$ cat config.mk
export PLATFORM = sky130hd
export DESIGN_NAME = clk_div_bank_flat
export DESIGN_NICKNAME = d
export VERILOG_FILES = /design/src/rtl/clk_bank_pkg.sv /design/src/rtl/clk_div_bank_if.sv /design/src/rtl/clk_div_chan.sv /design/src/rtl/clk_div_bank.sv /design/src/flat_wrapper.sv
export SDC_FILE = /design/constraint.sdc
export NUM_CORES = 1
export LEC_CHECK = 0
export ABC_AREA = 1
export CAP_MARGIN = 5
export CELL_PAD_IN_SITES_DETAIL_PLACEMENT = 1
export CELL_PAD_IN_SITES_GLOBAL_PLACEMENT = 1
export CORE_ASPECT_RATIO = 1.4
export CORE_UTILIZATION = 49
export DETAILED_ROUTE_END_ITERATION = 10
export PLACE_DENSITY = 0.83
export SYNTH_ARGS = -nofsm -noshare
export SYNTH_HDL_FRONTEND = slang
export SYNTH_HIERARCHICAL = 1
export SYNTH_SLANG_ARGS = --single-unit
$ cat constraint.sdc
create_clock -name refclk -period 7.98 [get_ports refclk]
set_clock_uncertainty 0.1 [all_clocks]
set_input_delay 1.197 -clock refclk [delete_from_list [all_inputs] [get_ports refclk]]
set_output_delay 1.197 -clock refclk [all_outputs]
set_load 0.1 [all_outputs]
$ cat src/rtl/clk_bank_pkg.sv
// Shared types and helpers for the clock-enable divider bank.
// Config fields are carried at CFG_W bits; narrower DIV_W values are zero-extended.
package clk_bank_pkg;

    localparam int unsigned CFG_W = 16;

    typedef enum logic [1:0] {
        StAlign,
        StSettle,
        StLocked
    } state_e;

    typedef struct packed {
        logic [CFG_W-1:0] div;
        logic [CFG_W-1:0] phase;
        logic             en;
    } chan_cfg_t;

    function automatic logic [CFG_W-1:0] div_eff(input logic [CFG_W-1:0] div);
        return (div == '0) ? CFG_W'(1) : div;
    endfunction

    function automatic logic [CFG_W-1:0] phase_clamp(input logic [CFG_W-1:0] phase,
                                                     input logic [CFG_W-1:0] div);
        logic [CFG_W-1:0] de;
        de = div_eff(div);
        return (phase >= de) ? de - CFG_W'(1) : phase;
    endfunction

endpackage

$ cat src/rtl/clk_div_bank_if.sv
// Config request/accept port of the divider bank.
interface clk_div_bank_if #(
    parameter int unsigned NUM_CH = 2,
    parameter int unsigned DIV_W  = 8
);
    localparam int unsigned CH_W = (NUM_CH > 1) ? $clog2(NUM_CH) : 1;

    logic             cfg_valid;
    logic             cfg_ready;
    logic [CH_W-1:0]  cfg_ch;
    logic [DIV_W-1:0] cfg_div;
    logic [DIV_W-1:0] cfg_phase;
    logic             cfg_en;

    modport master (
        output cfg_valid, cfg_ch, cfg_div, cfg_phase, cfg_en,
        input  cfg_ready
    );

    modport slave (
        input  cfg_valid, cfg_ch, cfg_div, cfg_phase, cfg_en,
        output cfg_ready
    );

endinterface

$ cat src/rtl/clk_div_chan.sv
// One divider channel: wrapping counter, registered strobe and square wave.
module clk_div_chan
    import clk_bank_pkg::*;
#(
    parameter int unsigned DIV_W = 8
) (
    input  logic      refclk,
    input  logic      reset,
    input  logic      align,
    input  chan_cfg_t cfg,
    output logic      ce_out,
    output logic      clk_out
);

    logic [DIV_W-1:0] cnt;
    logic [CFG_W-1:0] cnt_ext;
    logic [CFG_W-1:0] de;
    logic [CFG_W-1:0] half;

    assign cnt_ext = CFG_W'(cnt);
    assign de      = div_eff(cfg.div);
    // ceil(de/2) without overflowing at the top of the range
    assign half    = (de >> 1) + CFG_W'(de[0]);

    always_ff @(posedge refclk) begin
        if (reset || align || !cfg.en) begin
            cnt     <= '0;
            ce_out  <= 1'b0;
            clk_out <= 1'b0;
        end else begin
            cnt     <= (cnt_ext >= de - CFG_W'(1)) ? '0 : cnt + DIV_W'(1);
            ce_out  <= (cnt_ext == cfg.phase);
            clk_out <= (cnt_ext < half);
        end
    end

endmodule

$ cat src/rtl/clk_div_bank.sv
// Runtime-reconfigurable clock-enable bank: shadow config, align/settle FSM
// and NUM_CH phase-aligned divider channels, all in the refclk domain.
module clk_div_bank
    import clk_bank_pkg::*;
#(
    parameter int unsigned NUM_CH      = 2,
    parameter int unsigned DIV_W       = 8,
    parameter int unsigned RST_DIV     = 7,
    parameter int unsigned LOCK_CYCLES = 16
) (
    input  logic              refclk,
    input  logic              reset,
    clk_div_bank_if.slave     bus,
    output logic [NUM_CH-1:0] ce_out,
    output logic [NUM_CH-1:0] clk_out,
    output logic              locked
);

    localparam int unsigned CH_W = (NUM_CH > 1) ? $clog2(NUM_CH) : 1;
    localparam int unsigned SC_W = (LOCK_CYCLES > 1) ? $clog2(LOCK_CYCLES) : 1;
    localparam chan_cfg_t RstCfg = '{div: CFG_W'(RST_DIV), phase: '0, en: 1'b1};

    if (DIV_W > CFG_W) begin : g_bad_width
        $error("DIV_W exceeds the package config width");
    end

    state_e          state;
    logic [SC_W-1:0] settle_cnt;
    logic            ready_q;
    logic            accept;
    logic            hit;
    logic            align;
    chan_cfg_t       new_cfg;
    chan_cfg_t       shadow [NUM_CH];

    assign bus.cfg_ready = ready_q;
    assign accept        = bus.cfg_valid && ready_q;
    // Out-of-range channels are consumed without touching the bank
    assign hit           = accept && (32'(bus.cfg_ch) < NUM_CH);
    assign align         = (state == StAlign);

    always_comb begin
        new_cfg       = RstCfg;
        new_cfg.div   = CFG_W'(bus.cfg_div);
        new_cfg.phase = phase_clamp(CFG_W'(bus.cfg_phase), CFG_W'(bus.cfg_div));
        new_cfg.en    = bus.cfg_en;
    end

    always_ff @(posedge refclk) begin
        if (reset) begin
            state      <= StAlign;
            settle_cnt <= '0;
            locked     <= 1'b0;
            ready_q    <= 1'b0;
        end else begin
            unique case (state)
                StAlign: begin
                    state      <= StSettle;
                    settle_cnt <= '0;
                    locked     <= 1'b0;
                    ready_q    <= 1'b0;
                end
                StSettle: begin
                    locked  <= 1'b0;
                    ready_q <= 1'b0;
                    if (settle_cnt == SC_W'(LOCK_CYCLES - 1)) begin
                        state <= StLocked;
                    end else begin
                        settle_cnt <= settle_cnt + SC_W'(1);
                    end
                end
                StLocked: begin
                    if (hit) begin
                        state   <= StAlign;
                        locked  <= 1'b0;
                        ready_q <= 1'b0;
                    end else begin
                        locked  <= 1'b1;
                        ready_q <= 1'b1;
                    end
                end
                default: begin
                    state   <= StAlign;
                    locked  <= 1'b0;
                    ready_q <= 1'b0;
                end
            endcase
        end
    end

    always_ff @(posedge refclk) begin
        for (int i = 0; i < NUM_CH; i++) begin
            if (reset) begin
                shadow[i] <= RstCfg;
            end else if (hit && (bus.cfg_ch == CH_W'(i))) begin
                shadow[i] <= new_cfg;
            end
        end
    end

    for (genvar i = 0; i < NUM_CH; i++) begin : g_chan
        clk_div_chan #(
            .DIV_W(DIV_W)
        ) u_chan (
            .refclk (refclk),
            .reset  (reset),
            .align  (align),
            .cfg    (shadow[i]),
            .ce_out (ce_out[i]),
            .clk_out(clk_out[i])
        );
    end

endmodule
$ cat src/flat_wrapper.sv
// flat-port wrapper written by rule: the top's interface ports become plain ports
module clk_div_bank_flat import clk_bank_pkg::*;
#(
    parameter int unsigned NUM_CH      = 2,
    parameter int unsigned DIV_W       = 8,
    parameter int unsigned RST_DIV     = 7,
    parameter int unsigned LOCK_CYCLES = 16
)
  (refclk, reset, ce_out, clk_out, locked, bus_cfg_valid, bus_cfg_ch, bus_cfg_div, bus_cfg_phase, bus_cfg_en, bus_cfg_ready);
  clk_div_bank_if #(.NUM_CH(NUM_CH), .DIV_W(DIV_W)) bus_i ();
  input  logic refclk;
  input  logic reset;
  output logic [NUM_CH-1:0] ce_out;
  output logic [NUM_CH-1:0] clk_out;
  output logic locked;
  input wire logic [$bits(bus_i.cfg_valid)-1:0] bus_cfg_valid;
  input wire logic [$bits(bus_i.cfg_ch)-1:0] bus_cfg_ch;
  input wire logic [$bits(bus_i.cfg_div)-1:0] bus_cfg_div;
  input wire logic [$bits(bus_i.cfg_phase)-1:0] bus_cfg_phase;
  input wire logic [$bits(bus_i.cfg_en)-1:0] bus_cfg_en;
  output wire logic [$bits(bus_i.cfg_ready)-1:0] bus_cfg_ready;
  assign bus_i.cfg_valid = bus_cfg_valid;
  assign bus_i.cfg_ch = bus_cfg_ch;
  assign bus_i.cfg_div = bus_cfg_div;
  assign bus_i.cfg_phase = bus_cfg_phase;
  assign bus_i.cfg_en = bus_cfg_en;
  assign bus_cfg_ready = bus_i.cfg_ready;
  clk_div_bank #(.NUM_CH(NUM_CH), .DIV_W(DIV_W), .RST_DIV(RST_DIV), .LOCK_CYCLES(LOCK_CYCLES)) u_core (.refclk(refclk), .reset(reset), .bus(bus_i), .ce_out(ce_out), .clk_out(clk_out), .locked(locked));
endmodule
==> results.cfg, run 1 <==
[floorplanning]
core-area_um2 = 10500
fp.dieH_um = 126
die-area_um2 = 11400
boundaryPins = 27
start_util_pct = 50.9
row_count = 44
dieWidth_um = 90.3

[setup_path]
r2r_slack_ns = 4.97
path_delay_family = simple AND/OR/NAND/NOR gates
reg2reg_depth = 20
startpoint_type = input pin
crit_cells = 16
path_buf_inv = 2
cp_max_fo = 9
critPathMaxStageDelay_ns = 0.52
end_kind = flip-flop
crit_slowest_cell = clkdlybuf4s50_1
worstPathRequired_ns = 7.96
crit_top_cell = nand2_1
cp_data_arrival_time_ns = 3.44
critPathKind = in -> reg
crit_path_cell_trace = clkdlybuf4s50_1 -> inv_1 -> nand2_1 -> nor2_1 -> nand2_1 -> nand2_1 -> ha_1 -> nand2_1 -> nand3_1 -> nand2_1 -> nand2_1 -> nand2_2 -> nand2_4 -> nand2_1 -> nand2_1 -> nor2_1

[finish]
antenna_cells = 0
area_growth_syn_to_layout_pct = 18.9
final_core_utilization_pct = 60.5
final_net_count = 912
final_common_cell = nand2_1
finalNonFillerCells = 988
multiInputGateArea_um2 = 3610
seqCellArea_um2 = 1620
drive_gt1_share_pct = 10.0
layout_common_cells = nand2_1 (173), nor2_1 (96), conb_1 (92)
nFillCells = 1430

[global_routing]
grt_pass1_wl_mm = 27.5
grt_max_degree = 19
grtUsageTotal_pct = 31.1
first_global_vias = 5659
antenna_found_initial = 0
grt_overflow = 0

[power]
peakVddDrop_v = 0.000129
p_leak_nw = 2.87
p_per_area_nw_per_um2 = 148
power.total_uw = 941

[yosys]
syn_inst = 728
yosysTopAreaCell = edfxtp_1
synthArstFlopShare_pct = 0
syn_area_per_cell_um2 = 7.35
synthTopCellsByArea = edfxtp_1 (20%), nand2_1 (12%), ha_1 (11%)
yosysSeqAreaShare_pct = 30.3
synth_edf_count = 36
synth-main-ff-cell = edfxtp_1
ys_ff_latch = 63
synth_cell_type_count = 38
ys_warn_count = 6
synth_area_um2 = 5350
yosys.area.top_type_share_pct = 20.2

[timing]
setup_viol = 0
fin_crit_ns = 3.46
fin_ws_ns = 4.52
rsz0062_at_grt = false
slew_violations = 0
relSlewSlack_pct = 24.0
worst_pin_slew_ns = 1.14
setup_tns_ns = 0
period_share_pct = 43.4
fmax_mhz = 289
hold_viol = 0

[clock_tree]
cts_sinks = 63
cts_tree = done
clkTransAtPathRegs_ns = 0.06
postCtsSetupBuffers = 0
holdBufCountCts = 0
cts_root_buf = clkbuf_16
clockBufferDepth = 2
ctsResizeCount = 0
numCtsBuffers = 9
clock_latency_ns = 0.33
cts_max_level = 3

[min_path]
hold_path.class = reg -> reg
min_path_cells = 2

[detailed_routing]
dr.pass1.iters = 4
drt-total-wl_mm = 16.6
routedWlPerCell_um = 16.8
ant_nets = 0
drc = 0
first_iter_violations = 185
vias = 5135
routed_via_density = 5.20

[flow_run]
cap_violations = 0

[status]
outcome = completed

[placement]
place_congestion = 0.905
io_buffers = 26
place_hpwl_mm = 12.4
place_ws_ns = 4.33
dp_cells = 972
## registers in the layout (all words and copies together) (netlist names)
name	count
u_core/bus.cfg_ready	1
u_core/state	2
u_core/shadow	36
u_core/settle_cnt	4
u_core/g_chan.u_chan/cnt	16
u_core/g_chan.u_chan/clk_out	2
u_core/g_chan.u_chan/ce_out	2
## final timing paths
| path | start | endpoint |
|---|---|---|
| setup / recovery | bus_cfg_div[6] | u_core/shadow[0][4]$_SDFFCE_PN0P_ |
| hold / removal | u_core/settle_cnt[2]$_SDFFE_PP0P_ | u_core/settle_cnt[2]$_SDFFE_PP0P_ |
| setup reg to reg | u_core/shadow[1][24]$_SDFFCE_PN0P_ | u_core/g_chan[1].u_chan/cnt[7]$_SDFF_PP0_ |
| hold reg to reg | u_core/settle_cnt[2]$_SDFFE_PP0P_ | u_core/settle_cnt[2]$_SDFFE_PP0P_ |
## kinds of logic after synthesis
| group | count (synthesis) | share of synthesized area, % |
|---|---|---|
| AO/OA/AOI/OAI | 44 | 4.58 |
| AND/OR/NAND/NOR | 419 | 37.1 |
| flip-flops | 63 | 30.3 |
| adder cells (fa/ha/maj) | 46 | 10.8 |
| buffers and inverters | 103 | 8.67 |
| XOR/XNOR | 52 | 8.51 |
| other | 1 | 0.0700 |
## layer usage
layer	wire, um	vias to the layer above	track usage (%)
met3	444	66	4.77
met5	0	-	0
li1	-	2513	-
met2	9040	104	60.0
met1	6010	2452	30.1
met4	1070	0	20.8
## tightest hold or removal path, delay by kind of cell (launching register included)
family,cells,cell delay [ns]
buf+inv,1,0.06
flops,1,0.33
compound gates,1,0.05
## synthesized netlist by cell type, types with 5 or more instances
master and number:
nor4_1 5, nor2_4 6, inv_2 9, nand3_1 45
a21oi_1 21, nand2_2 9, inv_1 81, xnor2_1 20
o21ai_0 9, buf_6 8, nor2_1 96, nand2_1 173
or2_2 7, o21ai_1 5, nand4_1 20, nor3_1 10
ha_1 46, edfxtp_1 36, dfxtp_1 27, nand3b_1 9
nor2_2 24, xor2_1 32
## metrics by stage
| step | hold slack [ns] | instance area [um^2] |
|---|---|---|
| finish | 0.384 | 6360 |
| global route | 0.415 | 6360 |
| CTS | 0.388 | 6360 |
| detailed placement | 0.376 | 6020 |
| global placement | 0.361 | 6020 |
| floorplan | 0.347 | 5700 |
## power by group
group | switching [mW] | internal, mW | total, mW
clock | 0.160 | 0.297 | 0.457
combinational | 0.0809 | 0.0418 | 0.123
sequential | 0.0111 | 0.350 | 0.361
## area by class of cell
class | count | share of cell area, %
clock inverters | 6 | 1.53
flip-flops and latches | 63 | 25.5
repair buffers | 28 | 4.32
clock buffers | 10 | 3.93
multi-input cells | 653 | 56.7
inverters | 90 | 5.31
well taps | 138 | 2.71
(Power assumes the default switching activity.)
==> inputs of run 2 (changes only) <==
--- a/config.mk
+++ b/config.mk
@@ -10,9 +10,9 @@
 export CELL_PAD_IN_SITES_DETAIL_PLACEMENT = 1
 export CELL_PAD_IN_SITES_GLOBAL_PLACEMENT = 1
 export CORE_ASPECT_RATIO = 1.4
-export CORE_UTILIZATION = 49
+export CORE_UTILIZATION = 41
 export DETAILED_ROUTE_END_ITERATION = 10
-export PLACE_DENSITY = 0.83
+export PLACE_DENSITY = 0.73
 export SYNTH_ARGS = -nofsm -noshare
 export SYNTH_HDL_FRONTEND = slang
 export SYNTH_HIERARCHICAL = 1
==> constraint.sdc (replaced) <==
create_clock -name refclk -period 3 [get_ports refclk]
set_clock_uncertainty 0.1 [all_clocks]
set_input_delay 0.45 -clock refclk [delete_from_list [all_inputs] [get_ports refclk]]
set_output_delay 0.45 -clock refclk [all_outputs]
set_load 0.1 [all_outputs]
==> run 2 against run 1 <==
Clock power grew 130%. Critical path type is now reg -> reg. Cell count grew 3.1%. Worst hold slack is essentially flat. Largest power group unchanged. Largest cell class unchanged. Non-clock buffer count grew 16. Sequential power grew to 2.6 times the previous value. Global-route usage shrank 7.4 points. Sequential share of layout area shrank 0.36 points.
==> results.cfg, run 2 (synthesis gave the netlist of run 1 again) <==
[status]
outcome = completed

[detailed_routing]
wl_met2_mm = 8.38
routed_via_density = 4.86
first_iter_violations = 159
wl_met3_um = 225
routed.top_layer = met4
drt-total-wl_mm = 14.8
ant_nets = 0
dr.pass1.iters = 4
routedWlPerCell_um = 14.5
wl_met1_mm = 5.53
drc = 0
vias = 4954

[setup_path]
crit_cells = 20
end_kind = flip-flop
crit_path_cell_trace = nor2_2 -> nand2_1 -> nor2_1 -> nand2_1 -> nand2_1 -> inv_1 -> ha_1 -> xnor2_1 -> ha_1 -> nand2_1 -> inv_1 -> nand2_1 -> nand2_1 -> nand2_1 -> nand2_1 -> nand2_1 -> nand2_1 -> nand3_2 -> nand2_4 -> nor2_2
crit_slowest_cell = edfxtp_1
critPathMaxStageDelay_ns = 0.41
startpoint_type = flip-flop
path_delay_family = simple AND/OR/NAND/NOR gates
path_buf_inv = 2
cp_data_arrival_time_ns = 2.92
reg2reg_depth = 20
cp_max_fo = 8
critPathKind = reg -> reg
crit_top_cell = nand2_1
worstPathRequired_ns = 3.12

[flow_run]
cap_violations = 0

[floorplanning]
core-area_um2 = 12800
row_count = 49
start_util_pct = 41.8
boundaryPins = 27
die-area_um2 = 13500
fp.dieH_um = 137
dieWidth_um = 98.6

[power]
seq_power_share_pct = 41.2
p_switching_uw = 643
power.total_mw = 2.31
pwr-share-clk_pct = 44.6
p_comb_share_pct = 14.1
p_per_area_nw_per_um2 = 358
p_int_mw = 1.67
p_leak_nw = 2.93
peakVddDrop_v = 0.000269
switching_share_pct = 27.8

[min_path]
hold_path.class = reg -> reg
min_path_cells = 1

[global_routing]
antenna_found_initial = 0
first_global_vias = 5175
grtUsageTotal_pct = 23.7
grt_pass1_wl_mm = 24.4
grt_overflow = 0
grt_max_degree = 19

[placement]
io_buffers = 26
place_hpwl_mm = 12.6
place_congestion = 0.907
placed_area_um2 = 6140

[finish]
reg_top3 = u_core/shadow: 36 flops, u_core/g_chan.u_chan/cnt: 16 flops, u_core/settle_cnt: 4 flops
regMostFlops = u_core/shadow
drive_gt1_share_pct = 12.5
antenna_cells = 0
layout_common_cells = nand2_1 (173), nor2_1 (95), conb_1 (92)
largest_reg_flops = 36
area_growth_syn_to_layout_pct = 20.6
final_core_utilization_pct = 50.4
final_common_cell = nand2_1
fin_area_um2 = 6450
final_net_count = 928

[clock_tree]
cts_sinks = 63
clock_latency_ns = 0.34
holdBufCountCts = 0
cts_tree = done
cts_root_buf = clkbuf_16
clockBufferDepth = 2
numCtsBuffers = 9
postCtsSetupBuffers = 0
ctsResizeCount = 0
cts_max_level = 3
clkTransAtPathRegs_ns = 0.06

[timing]
rsz0062_at_grt = false
period_share_pct = 93.4
fmax_mhz = 357
fin_crit_ns = 2.80
setup_viol = 0
slew_violations = 0
hold_viol = 0
[run 2: cell count changes in the layout (fill, tap and decap cells not counted), sizes merged]
cell and delta:
bufinv -2, clkinvlp +1, clkdlybuf4s50 -6, buf +22, clkinv +1
[run 2: power groups by stage]
stage	Sequential, mW	Combinational (mW)	Clock [mW]
2_1_floorplan	0.976	0.214	0
4_1_cts	0.953	0.319	1.06
5_1_grt	0.955	0.370	1.09
3_5_place_dp	0.971	0.316	0
6_report	0.953	0.327	1.03
3_3_place_gp	0.970	0.305	0
[run 2: per-stage QoR]
step	std cells	hold WS [ns]	worst slack, ns	TNS [ns]
after CTS	1019	0.386	0.121	0
final	1019	0.384	0.198	0
after global routing	1019	0.402	0.00132	0
after floorplan	819	0.347	-0.250	-9.00
after global placement	1003	0.364	0.182	0
after detailed placement	1003	0.372	0.113	0
[run 2: worst register-to-register path, cell delays in order, from the launching register on]
cell	delay, ns
edfxtp_1	0.41
nor2_2	0.19
nand2_1	0.15
nor2_1	0.13
nand2_1	0.12
nand2_1	0.10
inv_1	0.07
ha_1	0.25
xnor2_1	0.15
ha_1	0.28
nand2_1	0.05
inv_1	0.05
nand2_1	0.05
nand2_1	0.06
nand2_1	0.05
nand2_1	0.06
nand2_1	0.05
nand2_1	0.06
nand3_2	0.11
nand2_4	0.17
nor2_2	0.05
[run 2: path summary, 6_finish.rpt]
kind | slack [ns] | startpoint | to
worst max-delay path | 0.20 | u_core/shadow[1][23]$_SDFFCE_PN0P_ | u_core/g_chan[1].u_chan/cnt[3]$_SDFF_PP0_
worst min-delay path | 0.38 | u_core/settle_cnt[0]$_SDFFE_PP0P_ | u_core/settle_cnt[0]$_SDFFE_PP0P_
worst max register to register | 0.20 | u_core/shadow[1][23]$_SDFFCE_PN0P_ | u_core/g_chan[1].u_chan/cnt[3]$_SDFF_PP0_
worst min register to register | 0.38 | u_core/settle_cnt[0]$_SDFFE_PP0P_ | u_core/settle_cnt[0]$_SDFFE_PP0P_
[run 2: layout make-up]
cell class                      count  area, um^2
Clock buffer                       10         250
Fill cell                        1703        6360
Timing Repair Buffer               44         380
Tap cell                          153         191
Inverter                           90         338
Clock inverter                      6        51.3
Sequential cell                    63        1620
Multi-Input combinational cell    653        3620
[run 2: layer usage]
metal  vias up  global-route usage [%]
met5         -                       0
met4         0                    13.8
met3        39                    3.35
met2        49                    48.0
met1      2319                    22.4
li1       2547                       -
